<file path="config.mk">
export PLATFORM = sky130hd
export DESIGN_NAME = uart_receiver
export DESIGN_NICKNAME = d
export VERILOG_FILES = /design/src/rtl/uart_pkg.sv /design/src/rtl/uart_rx_sync.sv /design/src/rtl/uart_receiver.sv
export SDC_FILE = /design/constraint.sdc
export NUM_CORES = 1
export LEC_CHECK = 0
export ABC_AREA = 0
export BUFFER_PORTS_ARGS = -buffer_cell sky130_fd_sc_hd__buf_4
export CAP_MARGIN = 20
export CELL_PAD_IN_SITES_DETAIL_PLACEMENT = 1
export CELL_PAD_IN_SITES_GLOBAL_PLACEMENT = 1
export CORE_UTILIZATION = 40
export CTS_BUF_LIST = sky130_fd_sc_hd__clkbuf_4
export CTS_CLUSTER_SIZE = 20
export DETAILED_ROUTE_END_ITERATION = 12
export GPL_TIMING_DRIVEN = 0
export HOLD_SLACK_MARGIN = 0.05
export PLACE_DENSITY = 0.75
export RECOVER_POWER = 100
export SETUP_SLACK_MARGIN = 0.1
export SKIP_LAST_GASP = 1
export SYNTH_ARGS = -nofsm -noshare
export SYNTH_HDL_FRONTEND = slang
export SYNTH_SLANG_ARGS = --single-unit
</file>
<file path="constraint.sdc">
create_clock -name pclk -period 2.65 [get_ports pclk]
set_input_delay 0.265 -clock pclk [delete_from_list [all_inputs] [get_ports pclk]]
set_output_delay 0.265 -clock pclk [all_outputs]
set_load 0.1 [all_outputs]
</file>
<file path="src/rtl/uart_pkg.sv">
// -----------------------------------------------------------------------------
// uart_pkg
// Shared definitions for the UART receive path:
//   - rx_state_e   : receive FSM states
//   - REG_RXDATA / REG_STATUS : APB register offsets (padd[3:0])
//   - STAT_*       : bit positions inside the STATUS register
// -----------------------------------------------------------------------------
package uart_pkg;

   typedef enum logic [2:0] {
      RX_IDLE   = 3'd0,
      RX_START  = 3'd1,
      RX_DATA   = 3'd2,
      RX_PARITY = 3'd3,
      RX_STOP   = 3'd4
   } rx_state_e;

   localparam logic [3:0] REG_RXDATA = 4'h0;
   localparam logic [3:0] REG_STATUS = 4'h4;

   localparam int STAT_VALID   = 0;
   localparam int STAT_PARITY  = 1;
   localparam int STAT_FRAME   = 2;
   localparam int STAT_OVERRUN = 3;

endpackage

</file>
<file path="src/rtl/uart_rx_sync.sv">
// -----------------------------------------------------------------------------
// uart_rx_sync
// Brings the asynchronous serial input into the pclk domain and flags the
// falling edge that marks a potential start bit.
// Ports:
//   pclk      in   clock
//   rst_n     in   asynchronous active-low reset
//   rx_async  in   raw serial line (idles high)
//   rx_sync   out  synchronised serial line (2-flop delay)
//   rx_fall   out  one-cycle pulse when rx_sync goes 1 -> 0
// -----------------------------------------------------------------------------
module uart_rx_sync (
   input  logic pclk,
   input  logic rst_n,
   input  logic rx_async,
   output logic rx_sync,
   output logic rx_fall
);

   logic sync1_q;
   logic sync2_q;
   logic prev_q;

   // Two-stage synchroniser followed by a history flop for edge detection.
   // Everything resets to the idle-high level so releasing reset can never
   // look like a start edge.
   always_ff @(posedge pclk or negedge rst_n) begin
      if (!rst_n) begin
         sync1_q <= 1'b1;
         sync2_q <= 1'b1;
         prev_q  <= 1'b1;
      end else begin
         sync1_q <= rx_async;
         sync2_q <= sync1_q;
         prev_q  <= sync2_q;
      end
   end

   // Falling edge: the previous synchronised sample was high, the current is low.
   always_comb begin
      rx_sync = sync2_q;
      rx_fall = prev_q & ~sync2_q;
   end

endmodule

</file>
<file path="src/rtl/uart_receiver.sv">
// -----------------------------------------------------------------------------
// uart_receiver
// Oversampling UART receiver with an APB register interface. A frame is
// start(0), DATA_BITS data bits LSB first, even parity bit, stop(1). Every
// frame is committed to RXDATA with sticky parity/frame/overrun flags.
// Parameters:
//   CLKS_PER_BIT  pclk cycles per serial bit (even, >= 4)
//   DATA_BITS     data bits per frame (<= 32)
// Ports:
//   pclk, rst_n            clock, asynchronous active-low reset
//   psel, penable, pwrite  APB control
//   padd                   APB byte address, only [3:0] decoded
//   pwdata                 APB write data (STATUS write-1-clear)
//   prdata, pready, pslverr APB response (zero wait states)
//   i_rx_serial            asynchronous serial input
//   o_rx_valid             unread word present in RXDATA
//   o_rx_err               any sticky error flag set
// Register map: 0x0 RXDATA (RO, read clears valid)
//               0x4 STATUS {overrun, frame_err, parity_err, valid}, [3:1] W1C
// -----------------------------------------------------------------------------
module uart_receiver #(
   parameter int CLKS_PER_BIT = 8,
   parameter int DATA_BITS    = 32
) (
   input  logic        pclk,
   input  logic        rst_n,
   input  logic        psel,
   input  logic        penable,
   input  logic        pwrite,
   input  logic [31:0] padd,
   input  logic [31:0] pwdata,
   output logic [31:0] prdata,
   output logic        pready,
   output logic        pslverr,
   input  logic        i_rx_serial,
   output logic        o_rx_valid,
   output logic        o_rx_err
);

   import uart_pkg::*;

   localparam int CW = $clog2(CLKS_PER_BIT);
   localparam int IW = (DATA_BITS > 1) ? $clog2(DATA_BITS) : 1;
   localparam logic [CW-1:0] CNT_FULL = CW'(CLKS_PER_BIT - 1);
   localparam logic [CW-1:0] CNT_HALF = CW'(CLKS_PER_BIT / 2 - 1);
   localparam logic [IW-1:0] IDX_LAST = IW'(DATA_BITS - 1);

   logic                 rxSync;
   logic                 rxFall;

   rx_state_e            rxState_q, rxState_d;
   logic [CW-1:0]        bitCnt_q,  bitCnt_d;
   logic [IW-1:0]        bitIdx_q,  bitIdx_d;
   logic [DATA_BITS-1:0] shift_q,   shift_d;
   logic                 parAcc_q,  parAcc_d;
   logic                 parMis_q,  parMis_d;
   logic                 commit;
   logic                 stopBad;

   logic [DATA_BITS-1:0] rxData_q,  rxData_d;
   logic                 valid_q,   valid_d;
   logic                 parErr_q,  parErr_d;
   logic                 frmErr_q,  frmErr_d;
   logic                 ovr_q,     ovr_d;

   logic                 apbAccess;
   logic [3:0]           regOff;
   logic                 rdRxData;
   logic                 wrStatus;
   logic                 unusedBits;

   uart_rx_sync uSync (
      .pclk     (pclk),
      .rst_n    (rst_n),
      .rx_async (i_rx_serial),
      .rx_sync  (rxSync),
      .rx_fall  (rxFall)
   );

   // Receive FSM state, counters and shift register. Reset mid-frame simply
   // returns to IDLE; nothing is committed.
   always_ff @(posedge pclk or negedge rst_n) begin
      if (!rst_n) begin
         rxState_q <= RX_IDLE;
         bitCnt_q  <= '0;
         bitIdx_q  <= '0;
         shift_q   <= '0;
         parAcc_q  <= 1'b0;
         parMis_q  <= 1'b0;
      end else begin
         rxState_q <= rxState_d;
         bitCnt_q  <= bitCnt_d;
         bitIdx_q  <= bitIdx_d;
         shift_q   <= shift_d;
         parAcc_q  <= parAcc_d;
         parMis_q  <= parMis_d;
      end
   end

   // Next-state logic. The start bit is checked half a bit after the edge,
   // then every later sample lands a full bit period further on, i.e. in the
   // middle of each bit. commit is raised in the stop-bit sample cycle so the
   // register file updates on the edge that ends it.
   always_comb begin
      rxState_d = rxState_q;
      bitCnt_d  = bitCnt_q;
      bitIdx_d  = bitIdx_q;
      shift_d   = shift_q;
      parAcc_d  = parAcc_q;
      parMis_d  = parMis_q;
      commit    = 1'b0;
      stopBad   = 1'b0;
      case (rxState_q)
         RX_IDLE: begin
            if (rxFall) begin
               bitCnt_d  = '0;
               rxState_d = RX_START;
            end
         end
         RX_START: begin
            if (bitCnt_q == CNT_HALF) begin
               bitCnt_d = '0;
               if (!rxSync) begin
                  rxState_d = RX_DATA;
                  bitIdx_d  = '0;
                  parAcc_d  = 1'b0;
               end else begin
                  rxState_d = RX_IDLE;
               end
            end else begin
               bitCnt_d = bitCnt_q + 1'b1;
            end
         end
         RX_DATA: begin
            if (bitCnt_q == CNT_FULL) begin
               bitCnt_d          = '0;
               shift_d[bitIdx_q] = rxSync;
               parAcc_d          = parAcc_q ^ rxSync;
               if (bitIdx_q == IDX_LAST) begin
                  rxState_d = RX_PARITY;
               end else begin
                  bitIdx_d = bitIdx_q + 1'b1;
               end
            end else begin
               bitCnt_d = bitCnt_q + 1'b1;
            end
         end
         RX_PARITY: begin
            if (bitCnt_q == CNT_FULL) begin
               bitCnt_d  = '0;
               parMis_d  = rxSync ^ parAcc_q;
               rxState_d = RX_STOP;
            end else begin
               bitCnt_d = bitCnt_q + 1'b1;
            end
         end
         RX_STOP: begin
            if (bitCnt_q == CNT_FULL) begin
               bitCnt_d  = '0;
               commit    = 1'b1;
               stopBad   = ~rxSync;
               rxState_d = RX_IDLE;
            end else begin
               bitCnt_d = bitCnt_q + 1'b1;
            end
         end
         default: begin
            rxState_d = RX_IDLE;
         end
      endcase
   end

   // APB decode. Side effects only happen in the access phase.
   always_comb begin
      apbAccess = psel & penable;
      regOff    = padd[3:0];
      rdRxData  = apbAccess & ~pwrite & (regOff == REG_RXDATA);
      wrStatus  = apbAccess &  pwrite & (regOff == REG_STATUS);
   end

   // Register file holding the committed word and sticky flags.
   always_ff @(posedge pclk or negedge rst_n) begin
      if (!rst_n) begin
         rxData_q <= '0;
         valid_q  <= 1'b0;
         parErr_q <= 1'b0;
         frmErr_q <= 1'b0;
         ovr_q    <= 1'b0;
      end else begin
         rxData_q <= rxData_d;
         valid_q  <= valid_d;
         parErr_q <= parErr_d;
         frmErr_q <= frmErr_d;
         ovr_q    <= ovr_d;
      end
   end

   // Clears are applied first and the commit afterwards, so a commit always
   // wins against a same-cycle W1C or RXDATA read. A read that coincides with
   // the commit has consumed the old word, so it does not count as overrun.
   always_comb begin
      rxData_d = rxData_q;
      valid_d  = valid_q;
      parErr_d = parErr_q;
      frmErr_d = frmErr_q;
      ovr_d    = ovr_q;
      if (wrStatus) begin
         if (pwdata[STAT_PARITY])  parErr_d = 1'b0;
         if (pwdata[STAT_FRAME])   frmErr_d = 1'b0;
         if (pwdata[STAT_OVERRUN]) ovr_d    = 1'b0;
      end
      if (rdRxData) begin
         valid_d = 1'b0;
      end
      if (commit) begin
         rxData_d = shift_q;
         valid_d  = 1'b1;
         if (parMis_q)             parErr_d = 1'b1;
         if (stopBad)              frmErr_d = 1'b1;
         if (valid_q && !rdRxData) ovr_d    = 1'b1;
      end
   end

   // Read mux and response. prdata/pslverr are held at zero outside the
   // access phase so the bus is quiet when the slave is not addressed.
   always_comb begin
      pready  = apbAccess;
      prdata  = '0;
      pslverr = 1'b0;
      if (apbAccess) begin
         case (regOff)
            REG_RXDATA: prdata = 32'(rxData_q);
            REG_STATUS: begin
               prdata[STAT_VALID]   = valid_q;
               prdata[STAT_PARITY]  = parErr_q;
               prdata[STAT_FRAME]   = frmErr_q;
               prdata[STAT_OVERRUN] = ovr_q;
            end
            default:    pslverr = 1'b1;
         endcase
      end
   end

   // Status outputs and the bits of the bus that carry no meaning here.
   always_comb begin
      o_rx_valid = valid_q;
      o_rx_err   = parErr_q | frmErr_q | ovr_q;
      unusedBits = &{1'b0, padd[31:4], pwdata[31:4], pwdata[STAT_VALID]};
   end

endmodule

</file>
==> flow_summary.ini <==
[run_status]
status = finished with violations
violations = max-capacitance violations, max-slew violations

[timing]
whs_ns = 0.1363
tightest_slew_ns = 2.105
rsz0062_at_grt = false
clock.fmax_ghz = 0.4221
slew_viol_final = 38
period_minus_slack_ns = 2.369
setup_viol = 0
slew_headroom_pct = -40.33
hold_viol_final = 0
skew_ns = 0.01939
final.setup.tns_ns = 0
post-route-period-util_pct = 89.40

[floorplan]
core_mm2 = 0.009774
ios = 106
chipHeight_um = 102.4
initial_core_util_pct = 41.23
rows = 36
die_x_um = 102.4
dieArea_mm2 = 0.01048

[placed_design]
placedCellCount = 525
hpwl_um = 6058
gp_congestion = 0.7754
dpl_cell_area_mm2 = 0.004578
io_buffers = 47

[pwr]
power.share.sequential_pct = 54.0
power.share.switching_pct = 29.89
pwr-share-clk_pct = 29.5
cellInternalPower_mw = 1.787
p_leak_nw = 2.208
peakVddDrop_mv = 0.2093
combPwrFrac_pct = 16.4
powerDensity_mw_per_mm2 = 547.8
p_sw_mw = 0.7617

[route]
finalWirelength_um = 8375
viasPerCell = 4.982
drt_pre_antenna_iters = 4
drc = 0
postRouteAntennaNets = 0
drt_iter0_markers = 50
wl_per_cell_um = 15.40
num_vias = 2710

[final_layout]
nets = 486
finalInstanceArea_mm2 = 0.004652
final_common_cell = dfrtp_1
drive_gt1_share_pct = 36.50
layout_common_cells = dfrtp_1 (81), mux2_2 (63), nand2_1 (46)
fillers = 1092
antenna_cells = 0
area_delta_synth_final_pct = 15.43
final_cells = 544

[clocking]
cts_root_buf = clkbuf_4
path_clk_slew_ns = 0.12
cts.sinks = 84
clk_latency_ns = 0.42
numCtsBuffers = 9
clockBufferDepth = 2
post_cts_buffers = 0
h-tree-depth = 3
cts_tree = built

[synth]
syn_area_per_cell_um2 = 11.68
seq_area_frac_synth_pct = 52.25
syn_inst = 345
synth.net_count = 425
yosys_warnings = 0
ys_types = 38
synth_seq_cells = 84
syn_area_mm2 = 0.004030

[worst_setup_path]
max_stage_delay_ns = 0.36
crit_chain = buf_4 > nor3_1 > nand2_1 > nor2_4 > clkbuf_1 > and2_2 > clkbuf_4
setup.worst_path.end = prdata[11]
start_kind = input pin
r2r.worst_path.cells = 6
r2r_start = bitCnt_q[0]
r2r-end = shift_q[11]
cp_slowest_cell = clkbuf_1
cp.required_ns = 2.38
critical_path_class = input pin to output port
critPathBufInv = 3
cp_max_fo = 10
cp_num_cells = 7
cp-end-kind = output port
worstPathArrival_ns = 2.10
r2r_slack_ns = 0.29
worstSetupStartpoint = padd[1]
critical_path.top_delay_family = simple AND/OR/NAND/NOR gates

[grt]
grt_overflow_total = 0
grt_max_degree = 85
antenna_found_initial = 0
track_usage_pct = 17.63
grt_pass1_vias = 2841
grt_pass1_wl_um = 14010

[worst_hold_path]
hold_path.class = input pin to flip-flop

[flow_run]
maxCapViolCount = 1
[how the worst min path moves through the flow]
stage	end	cells after the start	start	slack [ns]
final	o_rx_valid	3	pwrite	0.14
after global routing	o_rx_valid	3	pwrite	0.12
after CTS	rxData_q[29]	1	rst_n	0.05
after detailed placement	uSync.rx_sync	0	uSync.sync1_q	0.35
after global placement	uSync.rx_sync	0	uSync.sync1_q	0.35
after floorplan	bitCnt_q[0]	0	rst_n	-0.03
[power by group through the flow]
stage,sequential (mW),clock [mW],combinational (mW)
after CTS,1.38,0.774,0.440
after global placement,1.40,0,0.426
final,1.38,0.752,0.419
after global routing,1.39,0.813,0.471
after floorplan,1.41,0,0.298
after detailed placement,1.40,0,0.438
[worst register-to-register path: cells and delay by family, from the launching register on]
| family | cells | cell delay, ns |
|---|---|---|
| mux | 1 | 0.30 |
| flops | 1 | 0.38 |
| simple gates | 3 | 1.05 |
| fa+ha+maj | 2 | 0.53 |
[cell type report]
cell class | count | area [um^2] | share of cell area [%]
plain buffers | 21 | 90.09 | 1.937
multi-input cells | 232 | 1773 | 38.11
clock inverters | 6 | 63.81 | 1.372
flip-flops and latches | 84 | 2106 | 45.27
repair buffers | 50 | 347.8 | 7.477
well taps | 133 | 166.4 | 3.577
inverters | 8 | 30.03 | 0.6455
clock buffers | 10 | 75.07 | 1.614
[cells in the mapped netlist (all sizes together)]
library cell	instances	area share [%]
a31oi	1	0.16
or3b	1	0.28
buf	6	0.84
mux2i	5	1.2
nand2b	1	0.16
and2	29	4.5
a21o	1	0.19
nor4bb	2	0.50
nor2b	3	0.47
nor4	4	1.9
nand4b	2	0.43
clkbuf	15	1.4
nand3	4	0.50
nor4b	2	0.75
nand2	46	4.3
xnor2	2	0.43
o31ai	2	0.37
a21oi	5	0.62
nor2	9	0.84
ha	10	3.1
dfstp	3	2.0
mux2	67	19
and3	2	0.31
or3	1	0.16
a22o	1	0.22
o21bai	1	0.19
dfrtp	81	50
o21ai	16	2.0
nand4	1	0.16
inv	8	0.75
nor3b	4	0.75
o22ai	3	0.47
nor3	7	1.1
[flip-flops by register name, indices dropped and copies added (netlist names), 3 cells and up]
register	count
bitCnt_q	3
bitIdx_q	5
rxData_q	32
rxState_q	3
shift_q	32
[kinds of logic (layout without fill, tap and decap cells)]
family | count (synthesis) | count (layout) | synth area share (%)
compound gates | 30 | 30 | 4.191
fa+ha+maj | 10 | 10 | 3.105
flops | 84 | 84 | 52.25
simple gates | 118 | 118 | 17.08
mux | 72 | 72 | 19.96
xor+xnor | 2 | 2 | 0.4347
buf+inv | 29 | 95 | 2.980
[routing by layer]
| metal | global-route usage (%) | up-vias | routed length [um] |
|---|---|---|---|
| li1 | - | 1299 | - |
| met1 | 23.21 | 1370 | 3863 |
| met2 | 30.05 | 31 | 4238 |
| met3 | 2.462 | 10 | 153 |
| met4 | 5.604 | 0 | 119 |
| met5 | 0 | - | 0 |
[through the flow]
stage | setup slack (ns) | utilization [%] | total power [mW]
2_1_floorplan | 0.03796 | - | 1.708
3_3_place_gp | 0.08673 | 46.84 | 1.824
3_5_place_dp | 0.02466 | 46.84 | 1.840
4_1_cts | 0.1760 | 48.39 | 2.591
5_1_grt | 0.07588 | 47.59 | 2.669
6_report | 0.2808 | 47.59 | 2.548
[what timing repair did]
item / in CTS / in global routing
gates resized for setup: 1 / 3
endpoints found under the setup margin: 10 / 11
endpoints found under the hold margin: 1 / 37
cloned: 0 / 0
hold buffers: 1 / 1
No activity file was read; power rests on OpenSTA's default activity.
